[config.mk]
export PLATFORM = sky130hd
export DESIGN_NAME = alu_arbiter
export DESIGN_NICKNAME = d
export VERILOG_FILES = /design/src/rtl/alu_arb_pkg.sv /design/src/rtl/alu_arbiter_rr_arb2.sv /design/src/rtl/alu_arbiter.sv
export SDC_FILE = /design/constraint.sdc
export NUM_CORES = 1
export LEC_CHECK = 0
export BUFFER_PORTS_ARGS = -buffer_cell sky130_fd_sc_hd__clkbuf_2
export CELL_PAD_IN_SITES_DETAIL_PLACEMENT = 0
export CELL_PAD_IN_SITES_GLOBAL_PLACEMENT = 1
export CORE_MARGIN = 2
export CORE_UTILIZATION = 30
export CTS_CLUSTER_DIAMETER = 30
export DETAILED_ROUTE_END_ITERATION = 6
export PLACE_DENSITY_LB_ADDON = 0.15
export REMOVE_ABC_BUFFERS = 1
export SYNTH_ARGS = -nofsm -noshare
export SYNTH_HDL_FRONTEND = slang
export SYNTH_HIERARCHICAL = 1
export SYNTH_SLANG_ARGS = --single-unit
export TNS_END_PERCENT = 10
[constraint.sdc]
create_clock -name clk -period 1.5 [get_ports clk]
set_input_delay 0.15 -clock clk [delete_from_list [all_inputs] [get_ports clk]]
set_output_delay 0.15 -clock clk [all_outputs]
set_load 0.02 [all_outputs]
[src/rtl/alu_arb_pkg.sv]
// alu_arb_pkg: shared definitions for the two-requester ALU arbiter.
//   state_e     - arbiter FSM states
//   ALU_OP_*    - opcodes the arbiter itself needs to recognise
//   op_meta_t   - latched per-op control fields (operand mux, opcode, owner)
package alu_arb_pkg;

   typedef enum logic [1:0] {
      IDLE = 2'd0,
      EXEC = 2'd1,
      RESP = 2'd2
   } state_e;

   localparam logic [4:0] ALU_OP_PASS = 5'b00000;
   localparam logic [4:0] ALU_OP_ADDC = 5'b00001;

   typedef struct packed {
      logic       sel;
      logic [4:0] op;
      logic       id;
   } op_meta_t;

endpackage

[src/rtl/alu_arbiter_rr_arb2.sv]
// rr_arb2: 2-way round-robin grant with its pointer.
//   clk, rst_n - clock, async active-low reset (pointer -> 0)
//   en         - arbitration allowed this cycle
//   req[1:0]   - request vector
//   gnt[1:0]   - one-hot grant (combinational), zero when !en
//   gnt_id     - index of the winner (valid whenever gnt != 0)
module rr_arb2 (
   input  logic       clk,
   input  logic       rst_n,
   input  logic       en,
   input  logic [1:0] req,
   output logic [1:0] gnt,
   output logic       gnt_id
);

   logic ptr;

   // Pointer only matters under contention; a lone requester always wins.
   always_comb begin
      gnt_id = (req == 2'b11) ? ptr : req[1];
      gnt    = 2'b00;
      if (en && (|req)) gnt[gnt_id] = 1'b1;
   end

   // After any grant the pointer names the requester that did not win.
   always_ff @(posedge clk or negedge rst_n) begin
      if (!rst_n)      ptr <= 1'b0;
      else if (|gnt)   ptr <= ~gnt_id;
   end

endmodule

[src/rtl/alu_arbiter.sv]
// alu_arbiter: shares one external ALU between two requesters.
//   req0_*/req1_* - valid/ready op requests (a, b, sel, op)
//   alu_*         - drive to / results from the shared ALU
//   rsp_*         - valid/ready response: result, flags, requester id
// Flow: IDLE grants one requester and latches its op, EXEC presents it to
// the ALU for one cycle and captures the result, RESP holds it until taken.
module alu_arbiter
   import alu_arb_pkg::*;
#(
   parameter int WIDTH = 32
) (
   input  logic             clk,
   input  logic             rst_n,
   input  logic             req0_valid,
   output logic             req0_ready,
   input  logic [WIDTH-1:0] req0_a,
   input  logic [WIDTH-1:0] req0_b,
   input  logic             req0_sel,
   input  logic [4:0]       req0_op,
   input  logic             req1_valid,
   output logic             req1_ready,
   input  logic [WIDTH-1:0] req1_a,
   input  logic [WIDTH-1:0] req1_b,
   input  logic             req1_sel,
   input  logic [4:0]       req1_op,
   output logic [WIDTH-1:0] alu_a,
   output logic [WIDTH-1:0] alu_b,
   output logic             alu_sel,
   output logic [4:0]       alu_op,
   input  logic [WIDTH-1:0] alu_result,
   input  logic             alu_carry,
   input  logic             alu_zero,
   input  logic             alu_sign,
   output logic             rsp_valid,
   input  logic             rsp_ready,
   output logic             rsp_id,
   output logic [WIDTH-1:0] rsp_result,
   output logic             rsp_carry,
   output logic             rsp_zero,
   output logic             rsp_sign
);

   state_e           state;
   logic [1:0]       gnt;
   logic             gnt_id;
   logic             acc;
   logic             arb_en;
   logic [WIDTH-1:0] lat_a;
   logic [WIDTH-1:0] lat_b;
   op_meta_t         lat;

   // Gating with rst_n keeps ready low while reset is held, even though the
   // state register already reads IDLE.
   assign arb_en = rst_n && (state == IDLE);

   rr_arb2 u_arb (
      .clk    (clk),
      .rst_n  (rst_n),
      .en     (arb_en),
      .req    ({req1_valid, req0_valid}),
      .gnt    (gnt),
      .gnt_id (gnt_id)
   );

   assign req0_ready = gnt[0];
   assign req1_ready = gnt[1];
   assign acc        = |gnt;
   assign rsp_valid  = (state == RESP);

   always_ff @(posedge clk or negedge rst_n) begin
      if (!rst_n) begin
         state <= IDLE;
      end else begin
         case (state)
            IDLE:    if (acc) state <= EXEC;
            EXEC:    state <= RESP;
            RESP:    if (rsp_ready) state <= IDLE;
            default: state <= IDLE;
         endcase
      end
   end

   always_ff @(posedge clk or negedge rst_n) begin
      if (!rst_n) begin
         lat_a <= '0;
         lat_b <= '0;
         lat   <= '0;
      end else if (acc) begin
         lat_a <= gnt_id ? req1_a : req0_a;
         lat_b <= gnt_id ? req1_b : req0_b;
         lat   <= '{sel: (gnt_id ? req1_sel : req0_sel),
                    op:  (gnt_id ? req1_op  : req0_op),
                    id:  gnt_id};
      end
   end

   // The ALU sees the latched op only during EXEC; otherwise a zero pass.
   always_comb begin
      alu_a   = '0;
      alu_b   = '0;
      alu_sel = 1'b0;
      alu_op  = ALU_OP_PASS;
      if (state == EXEC) begin
         alu_a   = lat_a;
         alu_b   = lat_b;
         alu_sel = lat.sel;
         alu_op  = lat.op;
      end
   end

   // Capture at the end of EXEC. The ALU carry output is sticky across ops,
   // so it is only meaningful for add-with-carry.
   always_ff @(posedge clk or negedge rst_n) begin
      if (!rst_n) begin
         rsp_id     <= 1'b0;
         rsp_result <= '0;
         rsp_carry  <= 1'b0;
         rsp_zero   <= 1'b0;
         rsp_sign   <= 1'b0;
      end else if (state == EXEC) begin
         rsp_id     <= lat.id;
         rsp_result <= alu_result;
         rsp_carry  <= (lat.op == ALU_OP_ADDC) && alu_carry;
         rsp_zero   <= alu_zero;
         rsp_sign   <= alu_sign;
      end
   end

endmodule

### Yosys cells after proc, flatten, opt, wreduce, memory -nomap -nowiden

Cells that the tools add are included.

| operators by class | value |
|---|---|
| $lt $le $gt $ge | 2 |
| bitwise logic cells | 1 |
| muxes and demuxes | 15 |
| reduce and logical (&&, ||, !) cells | 8 |
| equal/unequal tests | 6 |

Operator list:

| kind | count |
|---|---|
| $mux 32 | 4 |
| $mux 5 | 2 |
| $mux 2 | 3 |
| $pmux 2 s3 | 1 |
| $eq 5x1->1 const B | 1 |
| $eq 2x2->1 const B | 2 |
| $logic_and 1x1->1 | 4 |
| $mux 1 | 4 |
| $reduce_or 2->1 | 2 |
| $eq 2x1->1 const B | 1 |
| $logic_not 2->1 | 1 |
| $lt 1x2->1 const B | 1 |
| $ne 2x1->1 const B | 1 |
| $ne 2x2->1 const B | 1 |
| $reduce_and 2->1 | 1 |
| $demux 1 s1 | 1 |
| $ge 1x1->1 const B | 1 |
| $not 1->1 | 1 |

| storage, ports and cells | value |
|---|---|
| logic and storage cells | 44 |
| output and inout port bits | 109 |
| bits in registers | 110 |

### Depth between registers and ports, before layout

Gate-level depths: netlist (run 1).

| depth | value |
|---|---|
| depth after elaboration | 10 |
| depth in mapped cells | 8 |
| mapped depth without buffers | 5 |

### Modules after synthesis

Netlist (run 1), hierarchy kept.

Modules (own cells, without submodules):

| module | cells each | area an instance (um2) | instances | seq. area each (um2) |
|---|---|---|---|---|
| alu_arbiter | 480 | 5413.9 | 1 | 2727.6 |
| rr_arb2 | 8 | 63.8 | 1 | 25.0 |

### Least setup slack after synthesis (run 1)

OpenSTA, ideal clock, no wires.

| timing | value |
|---|---|
| kind | register -> register |
| start | register state[1] |
| end | register lat_a[13] |
| path slack | -0.558 ns |
| period minus slack after synthesis | 2.058 ns |
| stages on the path, launching flop included | 9 |
| buffers on the path | 3 |
| arrival time | 1.934 ns |
| cell sequence | dfrtp_1 > nor3b_1 > nand2_1 > a21oi_1 > buf_2 > or2_1 > buf_2 > buf_6 > a21oi_1 |

| on the way | value |
|---|---|
| word-level cells in the longest chain between the ends | 5 |

RTL lines:

| what | RTL line | source |
|---|---|---|
| start, declared | alu_arbiter.sv:43 | `state_e state;` |
| start signal, assigned | alu_arbiter.sv:72 | `state <= IDLE;` |
| start signal, assigned | alu_arbiter.sv:75 | `IDLE: if (acc) state <= EXEC;` |
| start signal, assigned | alu_arbiter.sv:76 | `EXEC: state <= RESP;` |
| $logic_not 2->1 | alu_arbiter.sv:54 | `assign arb_en = rst_n && (state == IDLE);` |
| $logic_and 1x1->1 | alu_arbiter.sv:54 |  |
| named net arb_en | alu_arbiter.sv:47 | `logic arb_en;` |
| $logic_and 1x1->1 | alu_arbiter_rr_arb2.sv:22 | `if (en && (\|req)) gnt[gnt_id] = 1'b1;` |
| $mux 2 | alu_arbiter_rr_arb2.sv:22 |  |
| named net req0_ready | alu_arbiter.sv:15 | `output logic req0_ready,` |
| $reduce_or 2->1 | alu_arbiter.sv:67 | `assign acc = \|gnt;` |
| end signal, assigned | alu_arbiter.sv:89 | `lat_a <= gnt_id ? req1_a : req0_a;` |
| end, declared | alu_arbiter.sv:48 | `logic [WIDTH-1:0] lat_a;` |

The timed path passes the listed nets, and every way through them passes these cells.
A chain may end at the register's enable or synchronous reset.

### Worst setup path after layout (run 1)

| timing | value |
|---|---|
| start | register state[1] |
| end | output alu_a[28] |

| on the way | value |
|---|---|
| word-level cells in the longest chain between the ends | 2 |

RTL lines:

| what | RTL line | source |
|---|---|---|
| $eq 2x1->1 | alu_arbiter.sv:103 | `if (state == EXEC) begin` |
| $mux 32 | alu_arbiter.sv:103 |  |
| end, declared | alu_arbiter.sv:26 | `output logic [WIDTH-1:0] alu_a,` |

Every way passes these cells.

==> impl_metrics.py, run 1 <==
metrics = {
    "outcome": {
        "run_status": "finished with violations",
        "violations_in_the_final_reports": "hold timing, setup timing",
    },
    "clock_network": {
        "worst_skew_late_latency_ps": 340,
        "cts.clk_slew.worst_paths_ps": 70,
        "cts_tree": "yes",
        "htreeDepth": 3,
        "numCtsBuffers": 9,
        "clock_sink_count": 110,
        "ctsLongestPathBuffers": 2,
        "clockRootBuffer": "clkbuf_16",
    },
    "timing": {
        "timing.final.setup_violations": 144,
        "holdWs_ps": -40.8,
        "slew_headroom_pct": 57.0,
        "timing.fmax_mhz": 539,
        "max_slew.worst_pin.slew_ps": 645,
        "rsz_0062_raised_after_global_routing": "yes",
        "timing.final.ws_setup_ps": -355,
        "post-route-min-period_ps": 1850,
        "timing_hold_violations_final": 47,
        "skew_final_ps": 7.11,
        "slew_violations": 0,
        "post-route-period-util_pct": 124,
    },
    "min_path": {
        "holdCritPathClass": "in -> async",
    },
    "worst_setup_path": {
        "startpoint_type": "flop",
        "worst_r2r_path_depth": 9,
        "cp_max_fo": 7,
        "critical_path.reg2reg.startpoint": "state[1]",
        "arrival_ps": 1700,
        "endpoint": "alu_a[28]",
        "reg2reg_setup_slack_ps": -300,
        "critPathLaunch": "state[1]",
        "r2r-end": "lat_b[0]",
        "worst_ep_required_time_ps": 1350,
        "worst_setup_path_end_kind": "primary output",
        "worst_path_class_setup": "reg -> out",
    },
    "global_route": {
        "via_count_of_the_first_global_routing_pass": 4945,
        "groute.usage.overall_pct": 16.9,
        "global_route.overflow_total": 0,
        "grt_pass1_wl_mm": 26.0,
        "largest_net_degree_at_the_start_of_global_routing": 50,
        "initial_antenna_violation_count": 1,
    },
    "pwr": {
        "power.leakage_nw": 4.32,
        "power.share.switching_pct": 36.8,
        "share_seq_of_total_power_pct": 30.2,
        "comb_power_share_pct": 54.9,
        "internal_power_mw": 11.0,
        "peakVddDrop_uv": 1020,
        "post_layout_power_mw": 17.4,
        "power.switching_mw": 6.42,
        "powerDensity_nw_per_um2": 1990,
        "power_frac_clock_pct": 14.8,
    },
    "synthesis": {
        "asyncSetResetFlopFracSynth_pct": 100,
        "synth_cells": 488,
        "synth-compound-area-share_pct": 6.94,
        "area_of_the_mapped_netlist_um2": 5480,
        "synth_top_family_by_area": "multiplexers",
        "yosysUniqueCellTypes": 23,
        "synth-seq-cells": 110,
        "mux_contribution_to_synthesized_area_pct": 22.1,
        "syn_avg_cell_area_um2": 11.2,
        "synth_largest_type_area_fraction_pct": 50.3,
        "synth.top_cells.by_area": "dfrtp_1 (50%), mux2i_1 (13%), and2_1 (8.1%)",
        "synth-xor-area-share_pct": 0,
        "synth.yosys.warnings": 6,
        "synth_fa_ha_area_share_pct": 0,
        "synth-simple-area-share_pct": 15.9,
        "synth_top_flop_cell": "dfrtp_1",
        "yosys.area.top_type": "dfrtp_1",
        "synth-seq-area-share_pct": 50.3,
        "synth_enable_flop_cells": 0,
    },
    "placed_design": {
        "port_buffers": 288,
        "hpwl_detailed_mm": 12.1,
        "pre_cts_slack_ps": -108,
        "gpl.final_weighted_congestion": 0.775,
    },
    "drt": {
        "wl_per_cell_um": 17.3,
        "vias": 4814,
        "route.antenna.remaining_nets": 0,
        "dr.first_iter.drc_count": 92,
        "dr.pass1.iters": 4,
        "drc_errors": 0,
        "route.final.wire_length_mm": 17.9,
        "post_drt_via_cell_ratio": 4.68,
    },
    "floorplan": {
        "io_pins": 289,
        "dieWidth_um": 139,
        "die_y_um": 139,
        "start_util_pct": 30.5,
        "fp.dieArea_um2": 19400,
        "design.core.area_um2": 18000,
        "rows": 49,
    },
    "finish": {
        "num-fill-cells": 1672,
        "layout_common_cells": "clkbuf_2 (214), dfrtp_1 (110), nor3_1 (71), a21oi_1 (71), mux2i_1 (70)",
        "layout.cells.most_common": "clkbuf_2",
        "areaGrowthSynthToFinish_pct": 60.4,
        "finish.net_count": 974,
        "drive_above_1_share_pct": 55.9,
    },
    "run": {
        "drv.max_cap_violation_count": 0,
    },
}
==> state kept, by name (all words and copies together) (netlist names) <==
signal,count
lat_b,32
rsp_zero,1
rsp_carry,1
lat,7
lat_a,32
u_arb/ptr,1
rsp_sign,1
rsp_result,32
state,2
rsp_id,1
==> critical path, cell delays in order, from the launching register on <==
cell and delay, ps:
dfrtp_1 390, buf_6 120, and2b_4 270, buf_12 150, clkbuf_16 150, and2_4 150
buf_8 110
==> area by class of cell <==
| cell class | count | area, µm² | area share (%) |
|---|---|---|---|
| timing repair buffer | 338 | 2780 | 31.7 |
| multi-input combinational | 334 | 2640 | 30.0 |
| tap | 229 | 287 | 3.26 |
| clock buffer | 10 | 229 | 2.61 |
| sequential | 110 | 2750 | 31.3 |
| clock inverter | 6 | 92.6 | 1.05 |
| antenna | 1 | 2.50 | 0.0285 |
| inverter | 1 | 3.75 | 0.0427 |
==> worst min-delay path by stage <==
stage and to:
2_1_floorplan lat[0], 4_1_cts lat_a[9], 3_3_place_gp lat_a[2], 5_1_grt rsp_result[29], 3_5_place_dp lat_a[7], 6_report lat_a[19]
==> cells by family (layout without fill, tap and decap cells) <==
kind of cell | after synthesis | in the layout
mux | 106 | 106
flops | 110 | 110
compound gates | 75 | 75
other cells | 0 | 1
buf+inv | 44 | 355
simple gates | 153 | 153
==> power groups by stage <==
stage               sequential (mW)  combinational (mW)  clock, mW
CTS                            5.23                8.41       2.69
global placement               5.22                7.34          0
global route                   5.45                10.2       2.81
detailed placement             5.23                7.48          0
floorplan                      5.67                4.24          0
finish                         5.27                9.59       2.59
==> timing repair <==
action | in CTS | in global routing
resized for setup | 141 | 118
gates cloned | 1 | 10
pin swaps | 3 | 41
buffers inserted | 3 | 6
endpoints found under the hold margin | 47 | 0
setup endpoints to repair | 144 | 144
==> synth_stat cells, drive strengths merged (3+ instances only) <==
master and n:
nor3 71, buf 22, a21oi 72, clkbuf 21, mux2i 70, nand2b 3, dfrtp 110, and2 71
mux2 36
==> metal layers <==
layer	track usage [%]	up-vias	routed length [µm]
li1	-	2333	-
met1	21.3	2265	7600
met2	28.6	205	8880
met3	4.52	11	1180
met4	4.78	0	189
met5	0	-	0
==> through the flow <==
| step | cells | instance area [µm²] | TNS (ps) | util, % |
|---|---|---|---|---|
| final | 1029 | 8790 | -42870 | 48.9 |
| after global routing | 1028 | 8780 | -57010 | 48.9 |
| after CTS | 1012 | 8280 | -40450 | 46.1 |
| after detailed placement | 992 | 7330 | -6630 | 40.8 |
| after global placement | 992 | 7330 | -6980 | 40.8 |
| after floorplan | 445 | 5220 | -319970 | - |
No activity file was read; power rests on OpenSTA's default activity.
==> run 2: changes to the inputs <==
CORE_ASPECT_RATIO = 1.2   (was not set)
==> impl_metrics.py, run 2 (synthesis results as in run 1) <==
metrics = {
    "clock_network": {
        "htreeDepth": 3,
        "clockRootBuffer": "clkbuf_16",
        "clock_sink_count": 110,
        "ctsLongestPathBuffers": 2,
        "worst_skew_late_latency_ps": 360,
        "numCtsBuffers": 9,
        "cts.clk_slew.worst_paths_ps": 70,
        "cts_tree": "yes",
    },
    "placed_design": {
        "gpl.final_weighted_congestion": 0.756,
        "hpwl_detailed_mm": 12.0,
        "port_buffers": 288,
    },
    "drt": {
        "drc_errors": 0,
        "dr.first_iter.drc_count": 171,
        "route.antenna.remaining_nets": 0,
        "wl_per_cell_um": 17.1,
        "route.final.wire_length_mm": 17.4,
        "post_drt_via_cell_ratio": 4.71,
        "dr.pass1.iters": 5,
        "vias": 4817,
    },
    "timing": {
        "rsz_0062_raised_after_global_routing": "yes",
        "skew_final_ps": 9.94,
        "timing.fmax_mhz": 529,
        "tns_ps": -34210,
        "post-route-period-util_pct": 126,
        "max_slew.worst_pin.slew_ps": 923,
        "slew_headroom_pct": 38.5,
        "timing.final.ws_setup_ps": -392,
        "timing.final.setup_violations": 177,
        "timing_hold_violations_final": 37,
        "post-route-min-period_ps": 1890,
        "slew_violations": 0,
        "holdWs_ps": -157,
    },
    "floorplan": {
        "rows": 54,
        "io_pins": 289,
        "design.core.area_um2": 18000,
        "fp.dieArea_um2": 19400,
        "die_y_um": 152,
        "start_util_pct": 30.4,
        "dieWidth_um": 127,
    },
    "pwr": {
        "powerDensity_nw_per_um2": 1980,
        "peakVddDrop_uv": 1120,
        "power.leakage_nw": 4.31,
    },
    "worst_setup_path": {
        "cp_max_fo": 11,
        "critical_path.reg2reg.startpoint": "state[1]",
        "worst_ep_required_time_ps": 1350,
        "arrival_ps": 1740,
        "worst_r2r_path_depth": 7,
        "worst_setup_path_end_kind": "primary output",
        "startpoint_type": "flop",
        "reg2reg_setup_slack_ps": -160,
        "r2r-end": "lat_a[4]",
        "worst_path_class_setup": "reg -> out",
    },
    "finish": {
        "layout_common_cells": "clkbuf_2 (214), dfrtp_1 (110), nor3_1 (71), a21oi_1 (71), mux2i_1 (70)",
        "layout.cells.most_common": "clkbuf_2",
        "reg.largest.list": "lat_a: 32 flops, lat_b: 32 flops, rsp_result: 32 flops",
        "drive_above_1_share_pct": 55.6,
        "multiInputGateArea_um2": 2630,
        "num-fill-cells": 1690,
        "antenna_diode_count": 0,
        "final-seq-area_um2": 2750,
        "finish.net_count": 973,
        "areaGrowthSynthToFinish_pct": 59.8,
    },
    "outcome": {
        "run_status": "finished with violations",
        "violations_in_the_final_reports": "hold timing, setup timing",
    },
    "global_route": {
        "global_route.overflow_total": 0,
        "largest_net_degree_at_the_start_of_global_routing": 74,
        "grt_pass1_wl_mm": 25.3,
        "via_count_of_the_first_global_routing_pass": 5001,
        "groute.usage.overall_pct": 16.8,
        "initial_antenna_violation_count": 0,
    },
    "run": {
        "drv.max_cap_violation_count": 0,
    },
    "min_path": {
        "holdCritPathClass": "in -> async",
    },
}
[run 2: cell count changes in the layout (fill, tap and decap cells not counted), moves of 2 or more]
cell	before	now
clkinvlp_4	2	0
and2_1	22	19
dlygate4sd3_1	0	4
clkinv_4	0	2
buf_4	24	17
and2_4	49	52
buf_6	22	19
buf_12	14	16
inv_8	0	2
clkbuf_8	21	26
[run 2: per-stage QoR]
stage | cells | cell area (µm²) | utilization (%) | power [mW] | setup WS, ps
after floorplan | 445 | 5220 | - | 9.92 | -3830
after global placement | 985 | 7320 | 40.6 | 12.6 | -132
after detailed placement | 985 | 7320 | 40.6 | 12.7 | -180
after CTS | 1002 | 8220 | 45.6 | 16.2 | -406
after global routing | 1022 | 8750 | 48.5 | 18.4 | -438
final | 1022 | 8750 | 48.5 | 17.3 | -392
[run 2: critical path, stage by stage, from the launching register on]
cell and delay, ps:
dfrtp_1 410, buf_6 120, and2b_4 280, buf_12 130, clkbuf_16 160, and2_1 140, clkbuf_8 150
[run 2: layout make-up]
type	count	share of cell area, %
clock buffers	9	2.57
inverters	1	0.0429
multi-input cells	334	30.0
clock inverters	7	1.00
well taps	224	3.20
repair buffers	337	31.7
flip-flops and latches	110	31.4
[run 2: worst max-delay path by stage]
| stage | start | end | slack, ps | cells past startpoint |
|---|---|---|---|---|
| after floorplan | state[1] | lat[1] | -3830 | 5 |
| after global placement | rst_n | rsp_result[8] | -130 | 3 |
| after detailed placement | rst_n | lat_a[24] | -180 | 3 |
| after CTS | state[1] | req0_ready | -410 | 6 |
| after global routing | state[1] | alu_a[8] | -440 | 6 |
| final | state[1] | alu_a[11] | -390 | 6 |
[run 2: routing by layer]
metal	vias to the layer above	part of all wire, %	GRT usage (%)	wire, µm
li1	2324	-	-	-
met1	2258	41	19.8	7150
met2	218	50	28.9	8670
met3	17	7.4	4.61	1290
met4	0	1.8	6.12	318
met5	-	0	0	0
[run 2: report_power, final]
part	internal [mW]	switching (mW)
Sequential	4.44	0.837
Combinational	5.07	4.45
Clock	1.34	1.17
Total	10.8	6.46
[run 2: timing repair]
item                       in CTS  in global routing
gates resized for setup       141                117
cloned                          0                  8
hold endpoints to repair       38                 40
setup buffers                   0                  9
hold buffers                    1                  3
setup endpoints to repair     144                144
pin swaps                       7                 37
==> run 3: changes to the inputs <==
--- a/config.mk
+++ b/config.mk
@@ -15,2 +15,3 @@
 export DETAILED_ROUTE_END_ITERATION = 6
+export HOLD_SLACK_MARGIN = 0.06
 export PLACE_DENSITY_LB_ADDON = 0.15
==> constraint.sdc (replaced) <==
create_clock -name clk -period 1.5 [get_ports clk]
set_input_delay 0.225 -clock clk [delete_from_list [all_inputs] [get_ports clk]]
set_output_delay 0.225 -clock clk [all_outputs]
set_load 0.02 [all_outputs]
==> impl_metrics.py, run 3 (synthesis results as in run 1) <==
metrics = {
    "finish": {
        "finish.net_count": 968,
        "layout_common_cells": "clkbuf_2 (214), dfrtp_1 (110), a21oi_1 (71)",
        "num-fill-cells": 1691,
        "multiInputGateArea_um2": 2570,
        "layout.cells.most_common": "clkbuf_2",
        "drive_above_1_share_pct": 52.2,
        "reg.largest.list": "lat_a: 32 flops, lat_b: 32 flops, rsp_result: 32 flops",
        "areaGrowthSynthToFinish_pct": 55.1,
        "final-seq-area_um2": 2750,
        "antenna_diode_count": 0,
        "finalCoreUtilization_pct": 47.1,
    },
    "pwr": {
        "share_seq_of_total_power_pct": 31.8,
        "power.switching_mw": 6.16,
        "power.share.switching_pct": 37.4,
        "power.leakage_nw": 4.19,
        "peakVddDrop_uv": 1120,
        "power_frac_clock_pct": 15.0,
        "comb_power_share_pct": 53.2,
        "powerDensity_nw_per_um2": 1940,
        "internal_power_mw": 10.3,
    },
    "worst_setup_path": {
        "startpoint_type": "flop",
        "worst_ep_required_time_ps": 1270,
        "cp_max_fo": 25,
        "worst_r2r_path_depth": 7,
        "reg2reg_setup_slack_ps": -190,
        "worst_path_class_setup": "reg -> out",
        "critPathLaunch": "state[1]",
        "critical_path.reg2reg.startpoint": "state[1]",
        "r2r-end": "lat_a[24]",
        "worst_setup_path_end_kind": "primary output",
        "arrival_ps": 1620,
        "endpoint": "alu_a[30]",
    },
    "timing": {
        "slew_violations": 0,
        "rsz_0062_raised_after_global_routing": "yes",
        "slew_headroom_pct": 55.3,
        "post-route-min-period_ps": 1850,
        "max_slew.worst_pin.slew_ps": 670,
        "timing.final.setup_violations": 145,
        "timing.fmax_mhz": 542,
        "skew_final_ps": 7.68,
        "timing.final.ws_setup_ps": -346,
        "holdWs_ps": 89.0,
        "timing_hold_violations_final": 0,
        "post-route-period-util_pct": 123,
    },
    "placed_design": {
        "hpwl_detailed_mm": 12.0,
        "pre_cts_slack_ps": -212,
        "gpl.final_weighted_congestion": 0.747,
        "port_buffers": 288,
    },
    "drt": {
        "wl_per_cell_um": 15.9,
        "post_drt_via_cell_ratio": 4.72,
        "route.final.wire_length_mm": 16.1,
        "route.antenna.remaining_nets": 0,
        "dr.pass1.iters": 4,
        "dr.first_iter.drc_count": 109,
        "drc_errors": 0,
        "vias": 4798,
    },
    "global_route": {
        "global_route.overflow_total": 0,
        "initial_antenna_violation_count": 1,
        "largest_net_degree_at_the_start_of_global_routing": 74,
        "grt_pass1_wl_mm": 25.1,
        "via_count_of_the_first_global_routing_pass": 4917,
        "groute.usage.overall_pct": 16.4,
    },
    "floorplan": {
        "design.core.area_um2": 18000,
        "rows": 54,
        "die_y_um": 152,
        "dieWidth_um": 127,
        "fp.dieArea_um2": 19400,
        "start_util_pct": 30.4,
        "io_pins": 289,
    },
    "min_path": {
        "holdCritPathClass": "in -> reg",
    },
    "clock_network": {
        "worst_skew_late_latency_ps": 360,
        "clock_sink_count": 110,
        "htreeDepth": 3,
        "numCtsBuffers": 9,
        "ctsLongestPathBuffers": 2,
        "cts_tree": "yes",
        "cts.clk_slew.worst_paths_ps": 70,
        "clockRootBuffer": "clkbuf_16",
    },
    "outcome": {
        "violations_in_the_final_reports": "setup timing",
        "run_status": "finished with violations",
    },
    "run": {
        "drv.max_cap_violation_count": 0,
    },
}
## run 3: changes by cell type in the layout (fill, tap and decap cells not counted), moves of 13 or more
cell      change
buf_6        +13
and2_4       -35
and2_1       +35
clkbuf_8     +17
buf_8        -24
## run 3: area by class of cell
class | instances | share of cell area, %
flip-flops and latches | 110 | 32.4
repair buffers | 332 | 30.4
multi-input cells | 334 | 30.3
well taps | 224 | 3.30
clock buffers | 9 | 2.65
clock inverters | 7 | 0.957
inverters | 1 | 0.0442
## run 3: worst max-delay path, cell delays in order (launching register included)
cell      delay, ps
dfrtp_1         420
and2b_4         350
buf_12          180
and2_1          160
clkbuf_8        160
## run 3: per-stage QoR
step | power (mW) | cells | area, µm² | setup TNS (ps)
after detailed placement | 12.7 | 990 | 7350 | -13130
final | 16.5 | 1017 | 8490 | -32170
after floorplan | 9.92 | 445 | 5220 | -325370
after global routing | 17.5 | 1017 | 8490 | -42880
after CTS | 16.2 | 1011 | 8230 | -31040
after global placement | 12.6 | 990 | 7350 | -7090
## run 3: worst min path at each step
stage                         startpoint             end  slack (ps)  depth (start not counted)
after floorplan                    rst_n          lat[0]         -70                          0
after global placement             rst_n       rsp_carry         420                          3
after detailed placement           rst_n       rsp_carry         440                          3
after CTS                 alu_result[15]  rsp_result[15]          70                          2
after global routing      alu_result[15]  rsp_result[15]          80                          2
final                          rsp_ready        state[1]          90                          2
## run 3: per-layer routing
layer	wire length (µm)	share of wire [%]	GRT usage, %
met1	6690	41	19.9
met2	7780	48	27.9
met3	1370	8.5	4.79
met4	284	1.8	5.60
met5	13	0.081	0
## run 3: what timing repair did
item / 4_1_cts / 5_1_grt
hold endpoints to repair: 22 / 0
hold buffers: 1 / 0
cloned: 1 / 0
buffers inserted: 3 / 6
endpoints found under the setup margin: 145 / 252
pin swaps: 4 / 10
gates resized for setup: 123 / 96
## run 3: power groups by stage
| stage | sequential, mW | combinational (mW) | clock [mW] |
|---|---|---|---|
| 2_1_floorplan | 5.67 | 4.24 | 0 |
| 3_3_place_gp | 5.22 | 7.34 | 0 |
| 3_5_place_dp | 5.22 | 7.49 | 0 |
| 4_1_cts | 5.22 | 8.39 | 2.56 |
| 5_1_grt | 5.43 | 9.37 | 2.69 |
| 6_report | 5.23 | 8.76 | 2.46 |
